===== src/rtl/regfile_wb_scheduler_pkg.sv =====
// Shared constants, requester IDs and helpers for the register-file writeback scheduler.
package regfile_wb_scheduler_pkg;

    localparam int XLEN = 32;
    localparam int NREG = 32;
    localparam int AW   = 5;

    typedef enum logic {
        REQ_ALU = 1'b0,
        REQ_MEM = 1'b1
    } req_id_e;

    function automatic logic [NREG-1:0] rd_onehot(input logic [AW-1:0] rd);
        logic [NREG-1:0] vec;
        vec     = {NREG{1'b0}};
        vec[rd] = 1'b1;
        return vec;
    endfunction

endpackage


===== src/rtl/regfile_wb_scheduler_rr_arbiter2.sv =====
// Two-way round-robin arbiter; the pointer only moves when a grant is actually taken.
module rr_arbiter2
    import regfile_wb_scheduler_pkg::*;
(
    input  logic       clk,
    input  logic       rst,
    input  logic [1:0] req,
    output logic [1:0] grant,
    output req_id_e    grant_id,
    output logic       xfer
);

    req_id_e last_grant_r;

    // Grant decision: a lone requester wins, contention goes to the one not served last
    always_comb begin
        grant    = 2'b00;
        grant_id = REQ_ALU;
        if (rst) begin
            grant    = 2'b00;
            grant_id = REQ_ALU;
        end else begin
            case (req)
                2'b01: begin
                    grant    = 2'b01;
                    grant_id = REQ_ALU;
                end
                2'b10: begin
                    grant    = 2'b10;
                    grant_id = REQ_MEM;
                end
                2'b11: begin
                    if (last_grant_r == REQ_ALU) begin
                        grant    = 2'b10;
                        grant_id = REQ_MEM;
                    end else begin
                        grant    = 2'b01;
                        grant_id = REQ_ALU;
                    end
                end
                default: begin
                    grant    = 2'b00;
                    grant_id = REQ_ALU;
                end
            endcase
        end
    end

    assign xfer = grant[0] | grant[1];

    // Round-robin pointer, reset so the ALU wins the first contention
    always_ff @(posedge clk) begin
        if (rst) begin
            last_grant_r <= REQ_MEM;
        end else if (xfer) begin
            last_grant_r <= grant_id;
        end else begin
            last_grant_r <= last_grant_r;
        end
    end

endmodule


===== src/rtl/regfile_wb_scheduler.sv =====
// Arbitrates ALU/load writebacks onto the register-file write port and tracks pending writes.
module regfile_wb_scheduler
    import regfile_wb_scheduler_pkg::*;
(
    input  logic            clk,
    input  logic            rst,
    input  logic            req0_valid,
    input  logic [AW-1:0]   req0_rd,
    input  logic [XLEN-1:0] req0_data,
    output logic            req0_ready,
    input  logic            req1_valid,
    input  logic [AW-1:0]   req1_rd,
    input  logic [XLEN-1:0] req1_data,
    output logic            req1_ready,
    input  logic            iss_valid,
    input  logic [AW-1:0]   iss_rd,
    output logic            iss_rd_busy,
    input  logic [AW-1:0]   rs1,
    input  logic [AW-1:0]   rs2,
    output logic            rs1_busy,
    output logic            rs2_busy,
    output logic            wb_we,
    output logic [AW-1:0]   wb_rd,
    output logic [XLEN-1:0] wb_data,
    output logic [NREG-1:0] pending
);

    localparam logic [NREG-1:0] X0_MASK = {{(NREG-1){1'b1}}, 1'b0};

    logic [1:0]      grant_s;
    req_id_e         grant_id_s;
    logic            xfer_s;
    logic [AW-1:0]   win_rd_s;
    logic [XLEN-1:0] win_data_s;
    logic [NREG-1:0] set_s;
    logic [NREG-1:0] clr_s;
    logic            wb_we_r;
    logic [AW-1:0]   wb_rd_r;
    logic [XLEN-1:0] wb_data_r;
    logic [NREG-1:0] pending_r;

    rr_arbiter2 u_arb (
        .clk      (clk),
        .rst      (rst),
        .req      ({req1_valid, req0_valid}),
        .grant    (grant_s),
        .grant_id (grant_id_s),
        .xfer     (xfer_s)
    );

    assign req0_ready = grant_s[0];
    assign req1_ready = grant_s[1];

    // Winner mux feeding the write-port registers and the scoreboard clear
    always_comb begin
        win_rd_s   = req0_rd;
        win_data_s = req0_data;
        if (grant_id_s == REQ_MEM) begin
            win_rd_s   = req1_rd;
            win_data_s = req1_data;
        end else begin
            win_rd_s   = req0_rd;
            win_data_s = req0_data;
        end
    end

    // Scoreboard set/clear vectors; x0 is never marked pending
    always_comb begin
        set_s = {NREG{1'b0}};
        clr_s = {NREG{1'b0}};
        if (iss_valid && (iss_rd != {AW{1'b0}})) begin
            set_s = rd_onehot(iss_rd);
        end else begin
            set_s = {NREG{1'b0}};
        end
        if (xfer_s) begin
            clr_s = rd_onehot(win_rd_s);
        end else begin
            clr_s = {NREG{1'b0}};
        end
    end

    // Write-port registers and pending bitmap; a same-edge set beats the clear
    always_ff @(posedge clk) begin
        if (rst) begin
            wb_we_r   <= 1'b0;
            wb_rd_r   <= {AW{1'b0}};
            wb_data_r <= {XLEN{1'b0}};
            pending_r <= {NREG{1'b0}};
        end else begin
            if (xfer_s) begin
                wb_we_r   <= (win_rd_s != {AW{1'b0}});
                wb_rd_r   <= win_rd_s;
                wb_data_r <= win_data_s;
            end else begin
                wb_we_r   <= 1'b0;
                wb_rd_r   <= wb_rd_r;
                wb_data_r <= wb_data_r;
            end
            pending_r <= ((pending_r & ~clr_s) | set_s) & X0_MASK;
        end
    end

    assign wb_we       = wb_we_r;
    assign wb_rd       = wb_rd_r;
    assign wb_data     = wb_data_r;
    assign pending     = pending_r;
    assign rs1_busy    = pending_r[rs1];
    assign rs2_busy    = pending_r[rs2];
    assign iss_rd_busy = pending_r[iss_rd];

endmodule


===== config.mk =====
export PLATFORM = sky130hd
export DESIGN_NAME = regfile_wb_scheduler
export DESIGN_NICKNAME = d
export VERILOG_FILES = /design/src/rtl/regfile_wb_scheduler_pkg.sv /design/src/rtl/regfile_wb_scheduler_rr_arbiter2.sv /design/src/rtl/regfile_wb_scheduler.sv
export SDC_FILE = /design/constraint.sdc
export NUM_CORES = 1
export LEC_CHECK = 0
export CAP_MARGIN = 20
export CORE_ASPECT_RATIO = 2
export CORE_MARGIN = 2
export CORE_UTILIZATION = 44
export DETAILED_ROUTE_END_ITERATION = 7
export PLACE_DENSITY = 0.81
export SETUP_SLACK_MARGIN = 0.4
export SLEW_MARGIN = 20
export SYNTH_ARGS = -nofsm -noshare
export SYNTH_HDL_FRONTEND = slang
export SYNTH_SLANG_ARGS = --single-unit
export TNS_END_PERCENT = 5

===== constraint.sdc =====
create_clock -name clk -period 2.5 [get_ports clk]
set_input_delay 0.375 -clock clk [delete_from_list [all_inputs] [get_ports clk]]
set_output_delay 0.375 -clock clk [all_outputs]
set_load 0.01 [all_outputs]

=== Word-level counts from Yosys, hierarchy flattened ===
Index checks and enable logic that the tools add are counted.

* Order comparisons: 6
* Mux-type cells: 20
* Equality and inequality tests: 3
* Reduce and logical (&&, ||, !) cells: 6
* Bitwise operators: 5

{| class="wikitable"
|+ Operator list
! kind !! count
|-
| 32-bit two-way mux || 3
|-
| 32-bit bitwise AND || 1
|-
| 32-bit inverter || 1
|-
| 32-bit bitwise OR || 1
|-
| 5-bit by 6-bit < comparator with 1-bit output (second input constant) || 4
|-
| 1-bit binary-select mux with 5-bit select || 3
|-
| 1-bit demux with 5-bit select || 2
|-
| 5-bit by 1-bit >= comparator with 1-bit output (second input constant) || 2
|-
| 5-bit nonzero test || 2
|-
| 1-bit two-way mux || 7
|-
| 2-bit one-hot mux with 3 select lines || 1
|-
| 5-bit two-way mux || 1
|-
| 2-bit equality test (second input constant) || 2
|-
| 2-bit two-way mux || 2
|-
| 1-bit logical AND || 3
|-
| 2-bit by 1-bit equality test with 1-bit output (second input constant) || 1
|-
| 1-bit one-hot mux with 2 select lines || 1
|-
| 2-bit OR reduction || 1
|-
| 1-bit inverter || 1
|-
| 1-bit bitwise OR || 1
|}

* Word-level logic and storage cells: 46
* Input port bits: 94
* Output and inout port bits: 75
* Register bits: 71

=== Logic depth before layout (Yosys ltp) ===
* Depth after elaboration: 12
* Depth in mapped cells: 7
* Gate-level depth less buffers: 5

=== Modules after synthesis ===
Synthesis repeated with hierarchy kept, for this count alone.

* Cell total of the unflattened synthesis: 433
* Area, all modules: 3963.8 µm²

{| class="wikitable"
|+ Modules (own cells, without submodules)
! module !! seq. area each (µm²) !! times used !! cells each !! area each (µm²)
|-
| regfile_wb_scheduler || 1381.3 || 1 || 422 || 3887.5
|-
| rr_arbiter2 || 20.0 || 1 || 11 || 76.3
|}

=== Worst setup path after synthesis ===
No wires, ideal clock.

* Path kind: input-to-output
* Start point: in rs1[1]
* End point: out rs1_busy
* Stages on the path: 5
* Data required time: 2.125 ns
* Path slack: 0.409 ns
* Arrival: 1.716 ns
* Path buffers: 1
* Cell sequence: buf_6 mux4_1 nand4_1 nand4_1 or4_1

* Word-level cells in the longest chain between the ends: 2

{| class="wikitable"
|+ RTL lines
! what !! line !! text
|-
| start: declaration || regfile_wb_scheduler.sv:18 || <nowiki>input logic [AW-1:0] rs1,</nowiki>
|-
| 1-bit binary-select mux with 5-bit select || regfile_wb_scheduler.sv:108 || <nowiki>assign rs1_busy = pending_r[rs1];</nowiki>
|-
| 1-bit two-way mux (not written as such) || regfile_wb_scheduler.sv:108 ||
|-
| end: declaration || regfile_wb_scheduler.sv:20 || <nowiki>output logic rs1_busy,</nowiki>
|}

No other way between the ends. The select of a mux whose other input is x is not followed.

=== Final worst setup path ===
* Start point: reg pending_r[30] (netlist: pending[30])
* End point: out rs1_busy

* Word-level cells in the longest chain between the ends: 2

{| class="wikitable"
|+ RTL lines
! what !! line !! text
|-
| start: declaration || regfile_wb_scheduler.sv:40 || <nowiki>logic [NREG-1:0] pending_r;</nowiki>
|-
| start signal: assignment || regfile_wb_scheduler.sv:89 || <nowiki>pending_r <= {NREG{1'b0}};</nowiki>
|-
| start signal: assignment || regfile_wb_scheduler.sv:100 || <nowiki>pending_r <= ((pending_r & ~clr_s) | set_s) & X0_MASK;</nowiki>
|-
| 1-bit binary-select mux with 5-bit select || regfile_wb_scheduler.sv:108 ||
|-
| 1-bit two-way mux (not written as such) || regfile_wb_scheduler.sv:108 ||
|}

No other way between the ends. The select of a mux whose other input is x is not followed.

==> results.ini <==
[run_status]
status = completed

[grt]
grtUsageTotal_pct = 33.5
grt_pass1_wl_mm = 26.2
grt_pass1_vias = 5129
grt-ovfl-total = 0
grt_antenna_before_repair = 1
grt_max_degree = 68

[timing]
report.final.slew_viol_count = 0
skew_ns = 0.00399
fin_crit_ns = 2.42
hold_slack_ns = 0.307
setup_viol = 0
tightest_slew_ns = 0.568
fin_crit_sh_pct = 96.7
rsz0062_at_grt = yes
hold_viol_final = 0
fmax_mhz = 413
maxSlewHeadroom_pct = 61.9

[worst_setup_path]
ff2ff_path_depth = 5
cp.required_ns = 2.12
critPathArrivalTime_ns = 2.04
crit_type = register to primary output
critPathMaxStageDelay_ns = 0.50
r2r-end = pending[8]
r2r-start = u_arb.last_grant_r
start_kind = register
path_cells = mux4_2 > nand3_2 > nand4_1 > or4_4 > buf_6
slowest_stage = mux4_2
cp_max_fo = 3
end_kind = primary output
r2r_slack_ns = 0.68

[clock_tree]
cts_made_buffers = 9
cts_tree = yes
worstSkewPairLatency_ns = 0.34
clkSlewWorstSetupHoldPaths_ns = 0.05
cts_sinks = 70
cts_hold_buf = 0
htree_levels = 3
cts_root_buffer = clkbuf_16
clock_path_buffers = 2

[pwr]
internal_power_w = 0.00224
power_frac_seq_pct = 39.1
cellLeakagePower_nw = 2.43
power_density_nw_per_um2 = 466
irDropWorstVdd_mv = 0.398
swShare_pct = 27.2
combPwrFrac_pct = 23.3
clockPowerShare_pct = 37.6
p_sw_w = 0.000839

[routing]
wl_per_cell_um = 21.2
drt_iter0_markers = 468
dr_total_vias = 5055
wl_mm = 16.9
viasPerCell = 6.33
drc = 0
firstDrtPassIters = 6
drtAntennaViolNets = 0

[worst_hold_path]
holdPathStages = 3
hp-class = input pin to register
whs_endpoint = u_arb.last_grant_r
worstHoldStart = rst

[yosys]
synthFlopType = dfxtp_1
yosysSeqAreaShare_pct = 33.5
synth.avg_cell_area_sq_um = 8.56
synth_seq_cells = 70
synth_most_common_cell = nand2_1
synth_area_leader_cell = dfxtp_1
syn_nets = 583
yosys-top-cells-area = dfxtp_1 33%, a311oi_1 14%, nand2_1 9.4%
synth_edf_count = 0
async_reset_ff_share_pct = 0
synth_top_area_share_pct = 33.5
synth.distinct_cells = 42
synth_area_sq_um = 4180
yosysWarnings = 0
syn_inst = 489
ys_top_cells_by_count = 105 x nand2_1, 70 x dfxtp_1, 65 x a311oi_1

[die]
rows = 50
design.core.area_sq_um = 9320
die_h_um = 142
start_util_pct = 44.9
dieArea_sq_um = 10400
io_pins = 169
die_x_um = 73.0

[placed_design]
placed_area_sq_um = 6250
gp_congestion = 1.01
io_buffers = 167
hpwl_mm = 12.8

[finish]
final_area_sq_um = 6610
final-seq-area_sq_um = 1440
multi_input_area_sq_um = 2550
drive_gt1_share_pct = 21.2
fillers = 710
nNetsFinal = 783
areaGrowthSynthToFinish_pct = 57.9

[flow_run]
cap_violations = 0

==> worst max-delay path, delay by kind of cell, from the launching register on <==
family                 cells  cell delay, ns
DFF                        1            0.37
muxes                      1            0.50
buffers and inverters      1            0.14
and+or+nand+nor            3            0.71
==> timing repair <==
item / in CTS / in global routing
endpoints found under the setup margin: 5 / 16
endpoints found under the hold margin: 0 / 0
gates resized for setup: 52 / 34
pin swaps: 8 / 8
buffers inserted: 1 / 2
==> metal layers <==
layer  vias to the layer above  track usage, %  routed length (um)
met4                         0            23.3                1380
met5                         -               0                   0
met3                        98            11.3                1530
met2                       380            60.0                8940
met1                      2314            30.2                5090
li1                       2263               -                   -
==> layout make-up <==
| cell class | count | area share (%) |
|---|---|---|
| clock buffers | 12 | 3.73 |
| multi-input cells | 366 | 38.5 |
| clock inverters | 4 | 0.341 |
| repair buffers | 234 | 33.1 |
| well taps | 104 | 1.97 |
| flip-flops and latches | 70 | 21.8 |
| diodes | 1 | 0.0379 |
| inverters | 8 | 0.454 |
==> flip-flops by register name, summed over array words and instances, names as in the netlist <==
register            count
wb_we                   1
u_arb.last_grant_r      1
wb_data                32
pending                31
wb_rd                   5
==> per-stage QoR <==
step                      total power, W  TNS, ns  worst slack [ns]  util [%]  instances
after floorplan                  0.00154        0             0.409         -        489
after global routing             0.00319        0            0.0672      70.9        798
after detailed placement         0.00193    -1.77            -0.648      67.0        779
after global placement           0.00191    -1.59            -0.587      67.0        779
after CTS                        0.00308        0            0.0676      70.0        796
final                            0.00308        0            0.0813      70.9        799
==> worst max path at each step <==
stage	slack (ns)	endpoint	cells past startpoint	start
after floorplan	0.41	rs1_busy	5	rs1[1]
after global placement	-0.59	rs2_busy	7	rs2[1]
after detailed placement	-0.65	rs2_busy	7	rs2[1]
after CTS	0.07	rs2_busy	5	pending[15]
after global routing	0.07	rs1_busy	5	pending[30]
final	0.08	rs1_busy	5	pending[30]
==> power by group through the flow <==
| stage | logic [W] | clock network [W] | registers (W) |
|---|---|---|---|
| finish | 0.000717 | 0.00116 | 0.00121 |
| global route | 0.000770 | 0.00121 | 0.00121 |
| CTS | 0.000706 | 0.00117 | 0.00121 |
| detailed placement | 0.000698 | 0 | 0.00123 |
| global placement | 0.000679 | 0 | 0.00123 |
| floorplan | 0.000286 | 0 | 0.00125 |
==> kinds of logic after synthesis <==
logic type	count (synthesis)	synth area share [%]
muxes	24	13.2
buffers and inverters	53	6.25
and+or+nand+nor	208	23.5
other	1	0.0896
AOI/OAI and AO/OA	133	23.5
DFF	70	33.5
==> cell usage in the layout, fill, tap and decap left out, types with 8 or more instances in the layout <==
master             n
a311oi_1          65
nor2_1            44
dfxtp_2           15
mux4_2            18
nor3_1             8
dfxtp_1           49
buf_6              9
a21oi_1           42
clkbuf_16          9
clkdlybuf4s50_1  155
nand2_1          105
nor2b_1            8
buf_4             58
Note: power is estimated with default switching activity, not from simulation.
